**config.mk**
```make
export PLATFORM = sky130hd
export DESIGN_NAME = demux4_router_flat
export DESIGN_NICKNAME = d
export VERILOG_FILES = /design/src/rtl/demux4_router_pkg.sv /design/src/rtl/demux4_router_if.sv /design/src/rtl/demux4_router_slot.sv /design/src/rtl/demux4_router.sv /design/src/flat_wrapper.sv
export SDC_FILE = /design/constraint.sdc
export NUM_CORES = 1
export LEC_CHECK = 0
export ABC_AREA = 0
export BUFFER_PORTS_ARGS = -buffer_cell sky130_fd_sc_hd__buf_2
export CAP_MARGIN = 20
export CORE_ASPECT_RATIO = 0.5
export CORE_MARGIN = 5
export CORE_UTILIZATION = 51
export CTS_CLUSTER_DIAMETER = 150
export DETAILED_ROUTE_END_ITERATION = 6
export PLACE_DENSITY_LB_ADDON = 0.1
export REMOVE_ABC_BUFFERS = 1
export SLEW_MARGIN = 5
export SYNTH_ARGS = -nofsm -noshare
export SYNTH_HDL_FRONTEND = slang
export SYNTH_HIERARCHICAL = 1
export SYNTH_SLANG_ARGS = --single-unit
```
**constraint.sdc**
```tcl
create_clock -name iClk -period 2.24 [get_ports iClk]
set_input_delay 0.448 -clock iClk [delete_from_list [all_inputs] [get_ports iClk]]
set_output_delay 0.448 -clock iClk [all_outputs]
set_load 0.02 [all_outputs]
```
**src/rtl/demux4_router_pkg.sv**
```systemverilog
// Shared types and constants for the 1-to-4 registered result distributor.
package demux4_router_pkg;

    localparam int unsigned WIDTH_DEF = 32;
    localparam int unsigned CNT_W_DEF = 16;
    localparam int unsigned NCH       = 4;
    localparam int unsigned SEL_W     = 2;

    typedef enum logic [SEL_W-1:0] {
        DST_RF   = 2'b00,
        DST_HILO = 2'b01,
        DST_CP0  = 2'b10,
        DST_DBG  = 2'b11
    } dst_e;

    // Per-cycle producer control payload
    typedef struct packed {
        logic flush;
        logic valid;
        dst_e dst;
    } route_ctl_t;

    // One-hot channel select for a destination code
    function automatic logic [NCH-1:0] dst_decode(input dst_e dst);
        logic [NCH-1:0] sel;
        sel = '0;
        case (dst)
            DST_RF:   sel = 4'b0001;
            DST_HILO: sel = 4'b0010;
            DST_CP0:  sel = 4'b0100;
            DST_DBG:  sel = 4'b1000;
        endcase
        return sel;
    endfunction

endpackage

```
**src/rtl/demux4_router_if.sv**
```systemverilog
// Producer/consumer bundle of the distributor; master = environment, slave = router.
interface demux4_router_if
    import demux4_router_pkg::*;
#(
    parameter int unsigned WIDTH = WIDTH_DEF,
    parameter int unsigned CNT_W = CNT_W_DEF
) ();

    logic             iFlush;
    logic [WIDTH-1:0] iData;
    logic [SEL_W-1:0] iS;
    logic             iValid;
    logic             oReady;
    logic [WIDTH-1:0] oZ0;
    logic [WIDTH-1:0] oZ1;
    logic [WIDTH-1:0] oZ2;
    logic [WIDTH-1:0] oZ3;
    logic [NCH-1:0]   oValid;
    logic [NCH-1:0]   iReady;
    logic [CNT_W-1:0] oCnt0;
    logic [CNT_W-1:0] oCnt1;
    logic [CNT_W-1:0] oCnt2;
    logic [CNT_W-1:0] oCnt3;

    modport master (
        output iFlush, iData, iS, iValid, iReady,
        input  oReady, oZ0, oZ1, oZ2, oZ3, oValid, oCnt0, oCnt1, oCnt2, oCnt3
    );

    modport slave (
        input  iFlush, iData, iS, iValid, iReady,
        output oReady, oZ0, oZ1, oZ2, oZ3, oValid, oCnt0, oCnt1, oCnt2, oCnt3
    );

endinterface

```
**src/rtl/demux4_router_slot.sv**
```systemverilog
// One output channel: a single registered entry with valid/ready handshake and
// a wrapping count of words handed to the consumer.
module demux4_router_slot
    import demux4_router_pkg::*;
#(
    parameter int unsigned WIDTH = WIDTH_DEF,
    parameter int unsigned CNT_W = CNT_W_DEF
) (
    input  logic             iClk,
    input  logic             iRst_n,
    input  logic             iFlush,
    input  logic             iLoad,
    input  logic [WIDTH-1:0] iData,
    input  logic             iReady,
    output logic [WIDTH-1:0] oData,
    output logic             oValid,
    output logic [CNT_W-1:0] oCnt
);

    logic [WIDTH-1:0] r_data;
    logic             r_valid;
    logic [CNT_W-1:0] r_cnt;
    logic             w_drain;

    assign w_drain = r_valid & iReady;

    // Flush beats refill beats drain; data only moves on a load
    always_ff @(posedge iClk or negedge iRst_n) begin
        if (!iRst_n) begin
            r_data  <= '0;
            r_valid <= 1'b0;
        end else if (iFlush) begin
            r_valid <= 1'b0;
        end else if (iLoad) begin
            r_data  <= iData;
            r_valid <= 1'b1;
        end else if (w_drain) begin
            r_valid <= 1'b0;
        end
    end

    // The consumer saw valid & ready, so the word counts even under flush
    always_ff @(posedge iClk or negedge iRst_n) begin
        if (!iRst_n) begin
            r_cnt <= '0;
        end else if (w_drain) begin
            r_cnt <= r_cnt + CNT_W'(1);
        end
    end

    assign oData  = r_data;
    assign oValid = r_valid;
    assign oCnt   = r_cnt;

endmodule

```
**src/rtl/demux4_router.sv**
```systemverilog
// Registered 1-to-4 distributor: routes each tagged word to one of four
// independent single-entry channels so one stalled consumer blocks only itself.
module demux4_router
    import demux4_router_pkg::*;
#(
    parameter int unsigned WIDTH = WIDTH_DEF,
    parameter int unsigned CNT_W = CNT_W_DEF
) (
    input  logic           iClk,
    input  logic           iRst_n,
    demux4_router_if.slave bus
);

    route_ctl_t       w_ctl;
    logic [NCH-1:0]   w_sel;
    logic [NCH-1:0]   w_load;
    logic [NCH-1:0]   w_valid;
    logic             w_ready;
    logic             w_accept;
    logic [WIDTH-1:0] w_z   [NCH];
    logic [CNT_W-1:0] w_cnt [NCH];

    assign w_ctl = '{flush: bus.iFlush, valid: bus.iValid, dst: dst_e'(bus.iS)};
    assign w_sel = dst_decode(w_ctl.dst);

    // Ready looks only at the addressed channel: empty, or draining this cycle
    assign w_ready  = ~w_ctl.flush & (|(w_sel & (~w_valid | bus.iReady)));
    assign w_accept = w_ctl.valid & w_ready;
    assign w_load   = {NCH{w_accept}} & w_sel;

    for (genvar g = 0; g < NCH; g++) begin : g_slot
        demux4_router_slot #(
            .WIDTH (WIDTH),
            .CNT_W (CNT_W)
        ) u_slot (
            .iClk   (iClk),
            .iRst_n (iRst_n),
            .iFlush (w_ctl.flush),
            .iLoad  (w_load[g]),
            .iData  (bus.iData),
            .iReady (bus.iReady[g]),
            .oData  (w_z[g]),
            .oValid (w_valid[g]),
            .oCnt   (w_cnt[g])
        );
    end

    assign bus.oReady = w_ready;
    assign bus.oValid = w_valid;
    assign bus.oZ0    = w_z[0];
    assign bus.oZ1    = w_z[1];
    assign bus.oZ2    = w_z[2];
    assign bus.oZ3    = w_z[3];
    assign bus.oCnt0  = w_cnt[0];
    assign bus.oCnt1  = w_cnt[1];
    assign bus.oCnt2  = w_cnt[2];
    assign bus.oCnt3  = w_cnt[3];

endmodule

```
**src/flat_wrapper.sv**
```systemverilog
// flat-port wrapper written by rule: the top's interface ports become plain ports
module demux4_router_flat import demux4_router_pkg::*;
#(
    parameter int unsigned WIDTH = WIDTH_DEF,
    parameter int unsigned CNT_W = CNT_W_DEF
)
  (iClk, iRst_n, bus_iFlush, bus_iData, bus_iS, bus_iValid, bus_iReady, bus_oReady, bus_oZ0, bus_oZ1, bus_oZ2, bus_oZ3, bus_oValid, bus_oCnt0, bus_oCnt1, bus_oCnt2, bus_oCnt3);
  demux4_router_if #(.WIDTH(WIDTH), .CNT_W(CNT_W)) bus_i ();
  input  logic iClk;
  input  logic iRst_n;
  input wire logic [$bits(bus_i.iFlush)-1:0] bus_iFlush;
  input wire logic [$bits(bus_i.iData)-1:0] bus_iData;
  input wire logic [$bits(bus_i.iS)-1:0] bus_iS;
  input wire logic [$bits(bus_i.iValid)-1:0] bus_iValid;
  input wire logic [$bits(bus_i.iReady)-1:0] bus_iReady;
  output wire logic [$bits(bus_i.oReady)-1:0] bus_oReady;
  output wire logic [$bits(bus_i.oZ0)-1:0] bus_oZ0;
  output wire logic [$bits(bus_i.oZ1)-1:0] bus_oZ1;
  output wire logic [$bits(bus_i.oZ2)-1:0] bus_oZ2;
  output wire logic [$bits(bus_i.oZ3)-1:0] bus_oZ3;
  output wire logic [$bits(bus_i.oValid)-1:0] bus_oValid;
  output wire logic [$bits(bus_i.oCnt0)-1:0] bus_oCnt0;
  output wire logic [$bits(bus_i.oCnt1)-1:0] bus_oCnt1;
  output wire logic [$bits(bus_i.oCnt2)-1:0] bus_oCnt2;
  output wire logic [$bits(bus_i.oCnt3)-1:0] bus_oCnt3;
  assign bus_i.iFlush = bus_iFlush;
  assign bus_i.iData = bus_iData;
  assign bus_i.iS = bus_iS;
  assign bus_i.iValid = bus_iValid;
  assign bus_i.iReady = bus_iReady;
  assign bus_oReady = bus_i.oReady;
  assign bus_oZ0 = bus_i.oZ0;
  assign bus_oZ1 = bus_i.oZ1;
  assign bus_oZ2 = bus_i.oZ2;
  assign bus_oZ3 = bus_i.oZ3;
  assign bus_oValid = bus_i.oValid;
  assign bus_oCnt0 = bus_i.oCnt0;
  assign bus_oCnt1 = bus_i.oCnt1;
  assign bus_oCnt2 = bus_i.oCnt2;
  assign bus_oCnt3 = bus_i.oCnt3;
  demux4_router #(.WIDTH(WIDTH), .CNT_W(CNT_W)) u_core (.iClk(iClk), .iRst_n(iRst_n), .bus(bus_i));
endmodule
```
==> results.sh <==
export IMPL_status="complete, but fails checks"
export IMPL_violations="hold timing"
export IMPL_vias_per_cell=5.060
export IMPL_drive_above_1_share=0.5219
export IMPL_antenna_cells=0
export IMPL_syn_instance_count=554
export IMPL_die_w_um=186.0
export IMPL_synth_commonest_cells="196 x dfrtp_1, 124 x mux2_2, 36 x nand2_1, 36 x xnor2_1, 24 x xor2_1"
export IMPL_drt_wl_total_mm=17.73
export IMPL_rsz0062_at_grt="false"
export IMPL_report_final_slew_viol_count=0
export IMPL_synth_top_area_cell="dfrtp_1"
export IMPL_fillerInstances=1204
export IMPL_synth_cell_types=29
export IMPL_dieArea_mm2=0.01824
export IMPL_grt_pass1_vias=5373
export IMPL_synth_area_mm2=0.007903
export IMPL_finalPower_uw=9983
export IMPL_cts_hold_buf=0
export IMPL_initial_utilization=0.5167
export IMPL_layout_cells_non_filler=1026
export IMPL_hpwlAfterDp_mm=12.86
export IMPL_synth_top_area_share=0.6206
export IMPL_peakVddDrop_uv=563.1
export IMPL_drt_initial_drc_count=262
export IMPL_p_leak_uw=0.005087
export IMPL_coreArea_mm2=0.01529
export IMPL_drc=0
export IMPL_num_rows=32
export IMPL_first_pass_iters=4
export IMPL_fin_skew_ns=0.01107
export IMPL_syn2layout_area_growth_pct=27.63
export IMPL_clkTransAtPathRegs_ns=0.07
export IMPL_avgSynthCellArea_um2=14.26
export IMPL_crit_chain="nand4b_1 -> nand3_1 -> a311oi_2 -> buf_2"
export IMPL_timing_final_crit_share=0.9073
export IMPL_critPathLaunchType="flip-flop"
export IMPL_cts_root_buf="clkbuf_16"
export IMPL_setup_violations=0
export IMPL_ys_flop_type="dfrtp_1"
export IMPL_timing_rr_end="u_core/g_slot[1].u_slot/oData[8]$_DFFE_PN0P_"
export IMPL_grt_max_degree=59
export IMPL_end_kind="output port"
export IMPL_rr_startpoint="u_core/g_slot[1].u_slot/oValid$_DFFE_PN0P_"
export IMPL_antenna_found_initial=1
export IMPL_wl_per_cell_um=17.28
export IMPL_ff2ff_path_depth=6
export IMPL_worstSkewPairLatency_ns=0.42
export IMPL_setup_ws_ns=0.2077
export IMPL_ys_warn_count=6
export IMPL_power_density_mw_per_mm2=989.8
export IMPL_grt_ovfl_total=0
export IMPL_ys_seq_area_frac=0.6206
export IMPL_placed_cells=994
export IMPL_drv_cap=0
export IMPL_crit_type="flip-flop to output port"
export IMPL_cts_buffer_depth=2
export IMPL_post_place_ws_ns=0.02922
export IMPL_cts_tree="yes"
export IMPL_cp_slowest_stage_delay_ns=0.48
export IMPL_ys_ff_latch=196
export IMPL_routed_via_count=5192
export IMPL_path_max_fanout=8
export IMPL_worstPathRequired_ns=1.79
export IMPL_worstMarginPinSlew_ns=0.5013
export IMPL_clock_sinks=196
export IMPL_gr_usage_all_layers=0.1973
export IMPL_antenna_left=0
export IMPL_slew_headroom=0.6649
export IMPL_path_buf_inv=1
export IMPL_critPathTopFamily="flip-flops"
export IMPL_cts_setup_buffers=0
export IMPL_hold_class="input port to asynchronous set/reset pin"
export IMPL_cts_max_level=4
export IMPL_synth_area_top_cells="dfrtp_1 62%, mux2_2 18%, xnor2_1 4.0%, xor2_1 2.7%, nand2_1 1.7%"
export IMPL_hold_viol=9
export IMPL_postSynth_asyncResetShare=1.000
export IMPL_synth_most_common_cell="dfrtp_1"
export IMPL_max_freq_mhz=492.1
export IMPL_synth_edf_count=0
export IMPL_ff2ff_setup_slack_ns=0.34
export IMPL_grt_pass1_wl_mm=28.61
export IMPL_place_gp_congestion=0.7670
export IMPL_cp_arrival_ns=1.58
export IMPL_worst_hold_slack_ns=-0.01344
export IMPL_cts_resized=0
export IMPL_port_buffers=238
export IMPL_ios=239
export IMPL_die_height_um=98.02
export IMPL_period_needed_ns=2.032
export IMPL_fin_nets=855
export IMPL_cts_inserted_buffers=17
export IMPL_crit_path_top_delay_cell="dfrtp_1"
==> worst max-delay path by stage <==
stage	from	endpoint	slack (ns)	cells past startpoint
5_1_grt	u_core/g_slot[2].u_slot/oValid$_DFFE_PN0P_	bus_oReady	0.1	4
2_1_floorplan	bus_iFlush	u_core/g_slot[0].u_slot/oData[0]$_DFFE_PN0P_	-0.81	4
3_3_place_gp	bus_iFlush	u_core/g_slot[0].u_slot/oData[16]$_DFFE_PN0P_	0.06	6
6_report	u_core/g_slot[3].u_slot/oValid$_DFFE_PN0P_	bus_oReady	0.21	4
3_5_place_dp	bus_iFlush	u_core/g_slot[0].u_slot/oData[4]$_DFFE_PN0P_	0.03	6
4_1_cts	u_core/g_slot[3].u_slot/oValid$_DFFE_PN0P_	bus_oReady	0.20	4
==> cell type report <==
cell class / instances / area, um^2 / share of cell area
sequential: 196 / 4905 / 0.4863
multi-input combinational: 335 / 2892 / 0.2867
timing repair buffer: 252 / 1405 / 0.1393
clock buffer: 18 / 439.2 / 0.04354
tap: 204 / 255.2 / 0.02531
clock inverter: 14 / 163.9 / 0.01625
inverter: 7 / 26.28 / 0.002605
==> stage by stage <==
stage / instance area, um^2 / TNS [ns] / util
floorplan: 7792 / -83.01 / -
global placement: 9483 / 0 / 0.6200
detailed placement: 9483 / 0 / 0.6200
CTS: 10090 / 0 / 0.6594
global route: 10090 / 0 / 0.6594
finish: 10090 / 0 / 0.6594
==> layout by cell type (no fill, tap or decap), types with 6 or more instances in the layout <==
cell,synthesis,routed
xnor2_1,36,36
clkbuf_16,0,17
mux2_2,124,124
dfrtp_1,196,196
nor2_1,22,22
nand3_1,17,17
buf_2,0,237
nand4_1,12,12
buf_12,0,8
xor2_1,24,24
inv_1,7,7
nor3_1,6,6
nand2_1,36,36
mux2_1,8,8
nor3_2,8,8
buf_4,12,6
==> sequential cells by signal, summed over array words and instances (netlist names) <==
register	count
u_core/g_slot.u_slot/oData	128
u_core/g_slot.u_slot/oValid	4
u_core/g_slot.u_slot/oCnt	64
==> worst register-to-register path, delay by kind of cell (launching register included) <==
family                 cells  cell delay (ns)
AO/OA/AOI/OAI              1             0.08
buffers and inverters      2             0.31
multiplexers               1             0.38
flip-flops                 1             0.47
AND/OR/NAND/NOR            2             0.55
==> per-layer routing <==
layer | share of wire | track usage | vias up | wire (um)
li1 | - | - | 2435 | -
met1 | 0.46 | 0.2740 | 2592 | 8134
met2 | 0.47 | 0.3129 | 149 | 8272
met3 | 0.063 | 0.05210 | 14 | 1110
met4 | 0.011 | 0.04980 | 2 | 202
met5 | 0.00073 | 0 | - | 13
==> kinds of logic (layout without fill, tap and decap cells) <==
group           after synthesis  in the layout  share of synthesized area
xor+xnor                     60             60                    0.06650
compound gates                8              8                   0.006966
flops                       196            196                     0.6206
simple gates                131            131                    0.09420
mux                         132            132                     0.1881
fa+ha+maj                     4              4                   0.006333
buf+inv                      23            291                    0.01726
==> where the power goes <==
group,total [uW],internal (uW),switching [uW]
clock,3070,1630,1450
sequential,4530,4160,367
combinational,2380,952,1430
Note: power is estimated with default switching activity, not from simulation.
